### src/rtl/alu_pkg.sv
// ---------------------------------------------------------------------------
// alu_pkg
//   Shared definitions for the ALU issue controller:
//     - data/opcode widths and the packed command word layout
//     - ALU opcode encodings
//     - issue-controller FSM state encoding
//     - helper: divide/modulo-by-zero detection
// ---------------------------------------------------------------------------
package alu_pkg;

    localparam int DATA_W = 4;
    localparam int OP_W   = 3;
    localparam int CMD_W  = OP_W + 2 * DATA_W + 1;

    localparam logic [OP_W-1:0] OP_PASS = 3'b000;
    localparam logic [OP_W-1:0] OP_ADD  = 3'b001;
    localparam logic [OP_W-1:0] OP_SUB  = 3'b010;
    localparam logic [OP_W-1:0] OP_DIV  = 3'b011;
    localparam logic [OP_W-1:0] OP_MOD  = 3'b100;
    localparam logic [OP_W-1:0] OP_SHL  = 3'b101;
    localparam logic [OP_W-1:0] OP_SHR  = 3'b110;
    localparam logic [OP_W-1:0] OP_GT   = 3'b111;

    typedef enum logic [1:0] {
        IDLE  = 2'd0,
        ISSUE = 2'd1,
        RESP  = 2'd2
    } state_t;

    typedef struct packed {
        logic [OP_W-1:0]   sel;
        logic [DATA_W-1:0] a;
        logic [DATA_W-1:0] b;
        logic              use_acc;
    } cmd_t;

    // Division and modulo by zero are the only operations the ALU cannot
    // answer meaningfully; the controller substitutes an error result.
    function automatic logic div_by_zero(input logic [OP_W-1:0]   sel,
                                         input logic [DATA_W-1:0] divisor);
        return ((sel == OP_DIV) || (sel == OP_MOD)) && (divisor == '0);
    endfunction

endpackage

### src/rtl/alu_cmd_fifo.sv
// ---------------------------------------------------------------------------
// alu_cmd_fifo
//   Synchronous command FIFO, no write-to-read bypass.
//   Ports:
//     clk, rst_n        clock, asynchronous active-low reset (pointers/count)
//     i_push, i_wdata   write strobe and data (caller guarantees !o_full)
//     i_pop,  o_rdata   read strobe and head entry (caller guarantees !o_empty)
//     o_full, o_empty   occupancy flags, derived from the count register
// ---------------------------------------------------------------------------
module alu_cmd_fifo #(
    parameter int WIDTH = 12,
    parameter int DEPTH = 4,
    parameter int PTR_W = $clog2(DEPTH)
) (
    input  logic             clk,
    input  logic             rst_n,
    input  logic             i_push,
    input  logic [WIDTH-1:0] i_wdata,
    input  logic             i_pop,
    output logic [WIDTH-1:0] o_rdata,
    output logic             o_full,
    output logic             o_empty
);

    localparam logic [PTR_W:0] FULL_CNT = DEPTH[PTR_W:0];

    logic [WIDTH-1:0] r_mem [DEPTH];
    logic [PTR_W-1:0] r_wr_ptr;
    logic [PTR_W-1:0] r_rd_ptr;
    logic [PTR_W:0]   r_count;

    assign o_full  = (r_count == FULL_CNT);
    assign o_empty = (r_count == '0);
    assign o_rdata = r_mem[r_rd_ptr];

    // Storage carries no reset; only the bookkeeping does.
    always_ff @(posedge clk) begin
        if (i_push) begin
            r_mem[r_wr_ptr] <= i_wdata;
        end
    end

    // DEPTH is a power of two, so pointers wrap naturally.
    always_ff @(posedge clk or negedge rst_n) begin
        if (!rst_n) begin
            r_wr_ptr <= '0;
            r_rd_ptr <= '0;
            r_count  <= '0;
        end else begin
            if (i_push) r_wr_ptr <= r_wr_ptr + 1'b1;
            if (i_pop)  r_rd_ptr <= r_rd_ptr + 1'b1;
            case ({i_push, i_pop})
                2'b10:   r_count <= r_count + 1'b1;
                2'b01:   r_count <= r_count - 1'b1;
                default: r_count <= r_count;
            endcase
        end
    end

endmodule

### src/rtl/alu_issue_ctrl.sv
// ---------------------------------------------------------------------------
// alu_issue_ctrl
//   Sequential front/back-end for the combinational 4-bit ALU. Commands are
//   queued in alu_cmd_fifo, issued one at a time as registered operands, and
//   the ALU result is captured into a valid/ready result port. Divide/modulo
//   by zero yields res_data=0, res_err=1. A 4-bit accumulator holds the last
//   captured result so a command can use it in place of operand A.
//
//   Ports:
//     clk, rst_n                         clock, async active-low reset
//     cmd_valid/cmd_ready                command handshake (ready = !full)
//     cmd_sel, cmd_a, cmd_b, cmd_use_acc command fields
//     alu_sel, alu_in0, alu_in1          registered operands to the ALU
//     alu_out                            ALU result
//     res_valid/res_ready                result handshake
//     res_data, res_err                  result value and div/mod-by-zero flag
//     acc                                accumulator
//     stat_ops, stat_errs                (ALU_ISSUE_STATS_EN only) saturating
//                                        counts of accepted / errored results
//
//   Optional feature macro: ALU_ISSUE_STATS_EN
// ---------------------------------------------------------------------------
module alu_issue_ctrl
    import alu_pkg::*;
#(
    parameter  int FIFO_DEPTH = 4,
    localparam int PTR_W      = $clog2(FIFO_DEPTH)
) (
    input  logic              clk,
    input  logic              rst_n,
    input  logic              cmd_valid,
    output logic              cmd_ready,
    input  logic [OP_W-1:0]   cmd_sel,
    input  logic [DATA_W-1:0] cmd_a,
    input  logic [DATA_W-1:0] cmd_b,
    input  logic              cmd_use_acc,
    output logic [OP_W-1:0]   alu_sel,
    output logic [DATA_W-1:0] alu_in0,
    output logic [DATA_W-1:0] alu_in1,
    input  logic [DATA_W-1:0] alu_out,
    output logic              res_valid,
    input  logic              res_ready,
    output logic [DATA_W-1:0] res_data,
    output logic              res_err,
`ifdef ALU_ISSUE_STATS_EN
    output logic [7:0]        stat_ops,
    output logic [7:0]        stat_errs,
`endif
    output logic [DATA_W-1:0] acc
);

    state_t            r_state;
    logic [OP_W-1:0]   r_alu_sel;
    logic [DATA_W-1:0] r_alu_in0;
    logic [DATA_W-1:0] r_alu_in1;
    logic              r_res_valid;
    logic [DATA_W-1:0] r_res_data;
    logic              r_res_err;
    logic [DATA_W-1:0] r_acc;

    cmd_t              w_push_cmd;
    cmd_t              w_pop_cmd;
    logic [CMD_W-1:0]  w_pop_raw;
    logic              w_full;
    logic              w_empty;
    logic              w_push;
    logic              w_pop;

    assign w_push_cmd = '{sel: cmd_sel, a: cmd_a, b: cmd_b, use_acc: cmd_use_acc};
    assign w_pop_cmd  = cmd_t'(w_pop_raw);

    assign cmd_ready = !w_full;
    assign w_push    = cmd_valid && !w_full;
    // Pop from IDLE, or in the same edge that a held result is consumed.
    assign w_pop     = !w_empty &&
                       ((r_state == IDLE) || ((r_state == RESP) && res_ready));

    alu_cmd_fifo #(
        .WIDTH (CMD_W),
        .DEPTH (FIFO_DEPTH),
        .PTR_W (PTR_W)
    ) u_fifo (
        .clk     (clk),
        .rst_n   (rst_n),
        .i_push  (w_push),
        .i_wdata (w_push_cmd),
        .i_pop   (w_pop),
        .o_rdata (w_pop_raw),
        .o_full  (w_full),
        .o_empty (w_empty)
    );

    always_ff @(posedge clk or negedge rst_n) begin
        if (!rst_n) begin
            r_state     <= IDLE;
            r_alu_sel   <= '0;
            r_alu_in0   <= '0;
            r_alu_in1   <= '0;
            r_res_valid <= 1'b0;
            r_res_data  <= '0;
            r_res_err   <= 1'b0;
            r_acc       <= '0;
        end else begin
            // acc only changes at capture, so at pop it holds the previous result.
            if (w_pop) begin
                r_alu_sel <= w_pop_cmd.sel;
                r_alu_in0 <= w_pop_cmd.use_acc ? r_acc : w_pop_cmd.a;
                r_alu_in1 <= w_pop_cmd.b;
            end
            case (r_state)
                IDLE: begin
                    if (w_pop) r_state <= ISSUE;
                end
                ISSUE: begin
                    if (div_by_zero(r_alu_sel, r_alu_in1)) begin
                        r_res_data <= '0;
                        r_res_err  <= 1'b1;
                        r_acc      <= '0;
                    end else begin
                        r_res_data <= alu_out;
                        r_res_err  <= 1'b0;
                        r_acc      <= alu_out;
                    end
                    r_res_valid <= 1'b1;
                    r_state     <= RESP;
                end
                RESP: begin
                    if (res_ready) begin
                        r_res_valid <= 1'b0;
                        r_state     <= w_pop ? ISSUE : IDLE;
                    end
                end
                default: r_state <= IDLE;
            endcase
        end
    end

    assign alu_sel   = r_alu_sel;
    assign alu_in0   = r_alu_in0;
    assign alu_in1   = r_alu_in1;
    assign res_valid = r_res_valid;
    assign res_data  = r_res_data;
    assign res_err   = r_res_err;
    assign acc       = r_acc;

`ifdef ALU_ISSUE_STATS_EN
    logic [7:0] r_stat_ops;
    logic [7:0] r_stat_errs;
    logic       w_accept;

    assign w_accept = r_res_valid && res_ready;

    always_ff @(posedge clk or negedge rst_n) begin
        if (!rst_n) begin
            r_stat_ops  <= '0;
            r_stat_errs <= '0;
        end else if (w_accept) begin
            if (r_stat_ops != 8'hFF)              r_stat_ops  <= r_stat_ops + 1'b1;
            if (r_res_err && r_stat_errs != 8'hFF) r_stat_errs <= r_stat_errs + 1'b1;
        end
    end

    assign stat_ops  = r_stat_ops;
    assign stat_errs = r_stat_errs;
`endif

endmodule

### config.mk
export PLATFORM = sky130hd
export DESIGN_NAME = alu_issue_ctrl
export DESIGN_NICKNAME = d
export VERILOG_FILES = /design/src/rtl/alu_pkg.sv /design/src/rtl/alu_cmd_fifo.sv /design/src/rtl/alu_issue_ctrl.sv
export SDC_FILE = /design/constraint.sdc
export NUM_CORES = 1
export LEC_CHECK = 0
export CAP_MARGIN = 20
export CORE_MARGIN = 1.5
export CORE_UTILIZATION = 49
export DETAILED_ROUTE_END_ITERATION = 16
export MAX_ROUTING_LAYER = met4
export PLACE_DENSITY_LB_ADDON = 0.08
export SYNTH_ARGS = -nofsm -noshare
export SYNTH_HDL_FRONTEND = slang
export SYNTH_HIERARCHICAL = 1
export SYNTH_SLANG_ARGS = --single-unit
export TNS_END_PERCENT = 50
### constraint.sdc
create_clock -name clk -period 2.18 [get_ports clk]
set_input_delay 0.436 -clock clk [delete_from_list [all_inputs] [get_ports clk]]
set_output_delay 0.436 -clock clk [all_outputs]
set_load 0.005 [all_outputs]
==> flow_metrics.tcl <==
set metrics [dict create \
    netlist_area_sq_mm 0.00302 \
    netlist_top_cells_area "edfxtp_1 48%, dfrtp_1 22%, mux4_2 6.0%" \
    r2r-start "u_fifo/r_count[0]" \
    slew_headroom 0.695 \
    p_int_mw 3.66 \
    synthCells 164 \
    synthMuxAreaShare 0.164 \
    routed_via_density 5.21 \
    nets 244 \
    tightest_slew_ps 457 \
    area_growth_pct 24.2 \
    yosys.cell_types.count 31 \
    dr.pass1.iters 4 \
    overflow 0 \
    required_ps 2450 \
    worstPathMaxFanout 3 \
    vias 1554 \
    ys_seq_elements 74 \
    r2r_end "u_fifo/r_count[2]" \
    synth_fa_ha_area_frac 0.0274 \
    switching_power_mw 1.57 \
    grt_pass1_vias 1612 \
    p_leak_nw 1.43 \
    synth_edf_count 48 \
    postCtsHoldBufs 0 \
    synth_top_area_frac 0.477 \
    synth_warnings 6 \
    synth_seq_area_share 0.693 \
    initial_core_util 0.510 \
    antenna_cells 0 \
    grt_max_degree 27 \
    fin_area_sq_mm 0.00375 \
    dieArea_sq_mm 0.00664 \
    avgSynthCellArea_sq_um 18.4 \
    synth_nets 190 \
    setup_violations 0 \
    power.share.clock 0.195 \
    seqPwrFrac 0.424 \
    grt.total_usage 0.175 \
    hold_violations 0 \
    startpoint "res_ready" \
    critPathCaptureType "register" \
    synth_top_area_cell "edfxtp_1" \
    clock_latency_ps 340 \
    period_needed_ps 2090 \
    gp_congestion 0.739 \
    portBuffers 41 \
    antenna_found_initial 0 \
    timing.fmax_mhz 478 \
    cts_tree "built" \
    clkTransAtPathRegs_ps 70 \
    top_level_ports 42 \
    hold_path_class "input pin to asynchronous set/reset pin" \
    fin_ws_ps 89.8 \
    worstPathArrival_ps 2360 \
    dp_slack_ps -280 \
    cts.sinks 74 \
    die_x_um 81.5 \
    cts-root-buf "clkbuf_8" \
    combPwrFrac 0.381 \
    hpwl_um 3490 \
    reg2reg_slack_ps 210 \
    wl_per_cell_um 16.7 \
    worstRegToRegCells 10 \
    cts_buffer_depth 2 \
    status "completed" \
    synthSimpleGateAreaFrac 0.0452 \
    p_per_area_mw_per_mm2 1390 \
    critPathLaunchType "input pin" \
    placed_cell_area_sq_mm 0.00354 \
    skew_ps 6.97 \
    worstSetupPathType "input pin to register" \
    finalMaxSlewViolations 0 \
    max-cap-violations 0 \
    die_h_um 81.5 \
    rows 28 \
    wl_um 4990 \
    synth_ff_type "edfxtp_1" \
    synth_top_family_by_area "multiplexers" \
    drt_iter0_markers 106 \
    ant_nets 0 \
    drive_gt1_frac 0.242 \
    p_sw_frac 0.300 \
    rsz0062_at_grt "no" \
    grt_pass1_wl_um 7830 \
    cts_buffers 9 \
    synth-xor-area-share 0.0174 \
    drc 0 \
    period_share 0.959 \
    fill_cells 417 \
    synth_most_common_cell "edfxtp_1" \
    ys_top_cells_by_count "48 x edfxtp_1, 26 x dfrtp_1, 15 x mux2_2" \
    cts_htree_levels 3 \
    synth_compound_area_frac 0.0174 \
    peakVddDrop_mv 0.699 \
    async_reset_ff_frac 0.351 \
    coreArea_sq_mm 0.00592 \
]
-- sequential cells by signal, indices dropped and copies added, names as in the netlist --
register         cells
acc                  4
alu_in0              4
alu_in1              4
res_err              1
u_fifo/r_wr_ptr      2
r_state              2
res_valid            1
u_fifo/r_count       3
u_fifo/r_rd_ptr      2
alu_sel              3
u_fifo/r_mem        48
-- kinds of logic after synthesis --
logic type	count (synthesis)
XOR/XNOR	6
AND/OR/NAND/NOR	23
multiplexers	31
adder cells (fa/ha/maj)	6
buffers and inverters	17
AO/OA/AOI/OAI	7
flip-flops	74
-- metal layers --
| metal | track usage | wire length (um) | vias to the layer above |
|---|---|---|---|
| li1 | - | - | 718 |
| met4 | 0.103 | 89 | 0 |
| met2 | 0.266 | 2510 | 40 |
| met1 | 0.218 | 2170 | 787 |
| met5 | - | 0 | - |
| met3 | 0.0367 | 217 | 9 |
-- worst max path at each step --
stage,depth (start not counted),end,slack (ps)
after floorplan,9,u_fifo/r_count[2],80
after global placement,9,u_fifo/r_count[2],-180
after detailed placement,9,u_fifo/r_count[2],-280
after CTS,9,u_fifo/r_count[2],70
after global routing,9,u_fifo/r_count[2],20
final,9,u_fifo/r_count[2],90
-- cell usage in the layout, fill, tap and decap left out, drive strengths merged, types with 2 or more instances in the layout --
| master | instances |
|---|---|
| edfxtp | 48 |
| clkinv | 4 |
| buf | 11 |
| ha | 5 |
| mux4 | 12 |
| a21oi | 2 |
| mux2i | 4 |
| dfrtp | 26 |
| inv | 9 |
| nand2b | 2 |
| nor3b | 2 |
| xnor2 | 2 |
| and2 | 4 |
| mux2 | 15 |
| xor2 | 4 |
| nor2 | 5 |
| clkbuf | 9 |
| o21ai | 3 |
| nand2 | 4 |
| clkdlybuf4s50 | 41 |
-- worst max-delay path, stage by stage --
cell and delay (ps):
clkdlybuf4s50_1 480, nand2b_4 130, nor3b_4 190, ha_2 210
inv_1 60, fa_1 430, xor2_1 150, nor2_1 120
xor2_1 150
-- cell type report --
cell class | instances | area [sq um] | share of cell area
Tap cell | 75 | 93.8 | 0.0250
Timing Repair Buffer | 52 | 505 | 0.135
Sequential cell | 74 | 2090 | 0.558
Multi-Input combinational cell | 73 | 835 | 0.223
Clock buffer | 9 | 124 | 0.0330
Inverter | 8 | 30.0 | 0.00801
Clock inverter | 7 | 68.8 | 0.0184
-- power by group through the flow --
stage | Sequential, mW | Combinational, mW | Clock, mW
2_1_floorplan | 2.18 | 1.29 | 0
3_3_place_gp | 2.20 | 1.92 | 0
3_5_place_dp | 2.24 | 1.99 | 0
4_1_cts | 2.21 | 2.00 | 1.05
5_1_grt | 2.27 | 2.16 | 1.11
6_report | 2.22 | 1.99 | 1.02
-- what timing repair did --
| action | CTS | global route |
|---|---|---|
| gates resized for setup | 0 | 3 |
| setup endpoints to repair | 0 | 1 |
| buffers inserted | 0 | 0 |
-- per-stage QoR --
| step | power, mW | hold slack [ps] | util | setup TNS (ps) | std cells |
|---|---|---|---|---|---|
| 4_1_cts | 5.27 | 455 | 0.630 | 0 | 298 |
| 5_1_grt | 5.54 | 485 | 0.633 | 0 | 298 |
| 3_5_place_dp | 4.24 | 483 | 0.598 | -362 | 282 |
| 6_report | 5.23 | 457 | 0.633 | 0 | 298 |
| 3_3_place_gp | 4.13 | 461 | 0.598 | -183 | 282 |
| 2_1_floorplan | 3.47 | 140 | - | 0 | 164 |
Note: power is estimated with default switching activity, not from simulation.
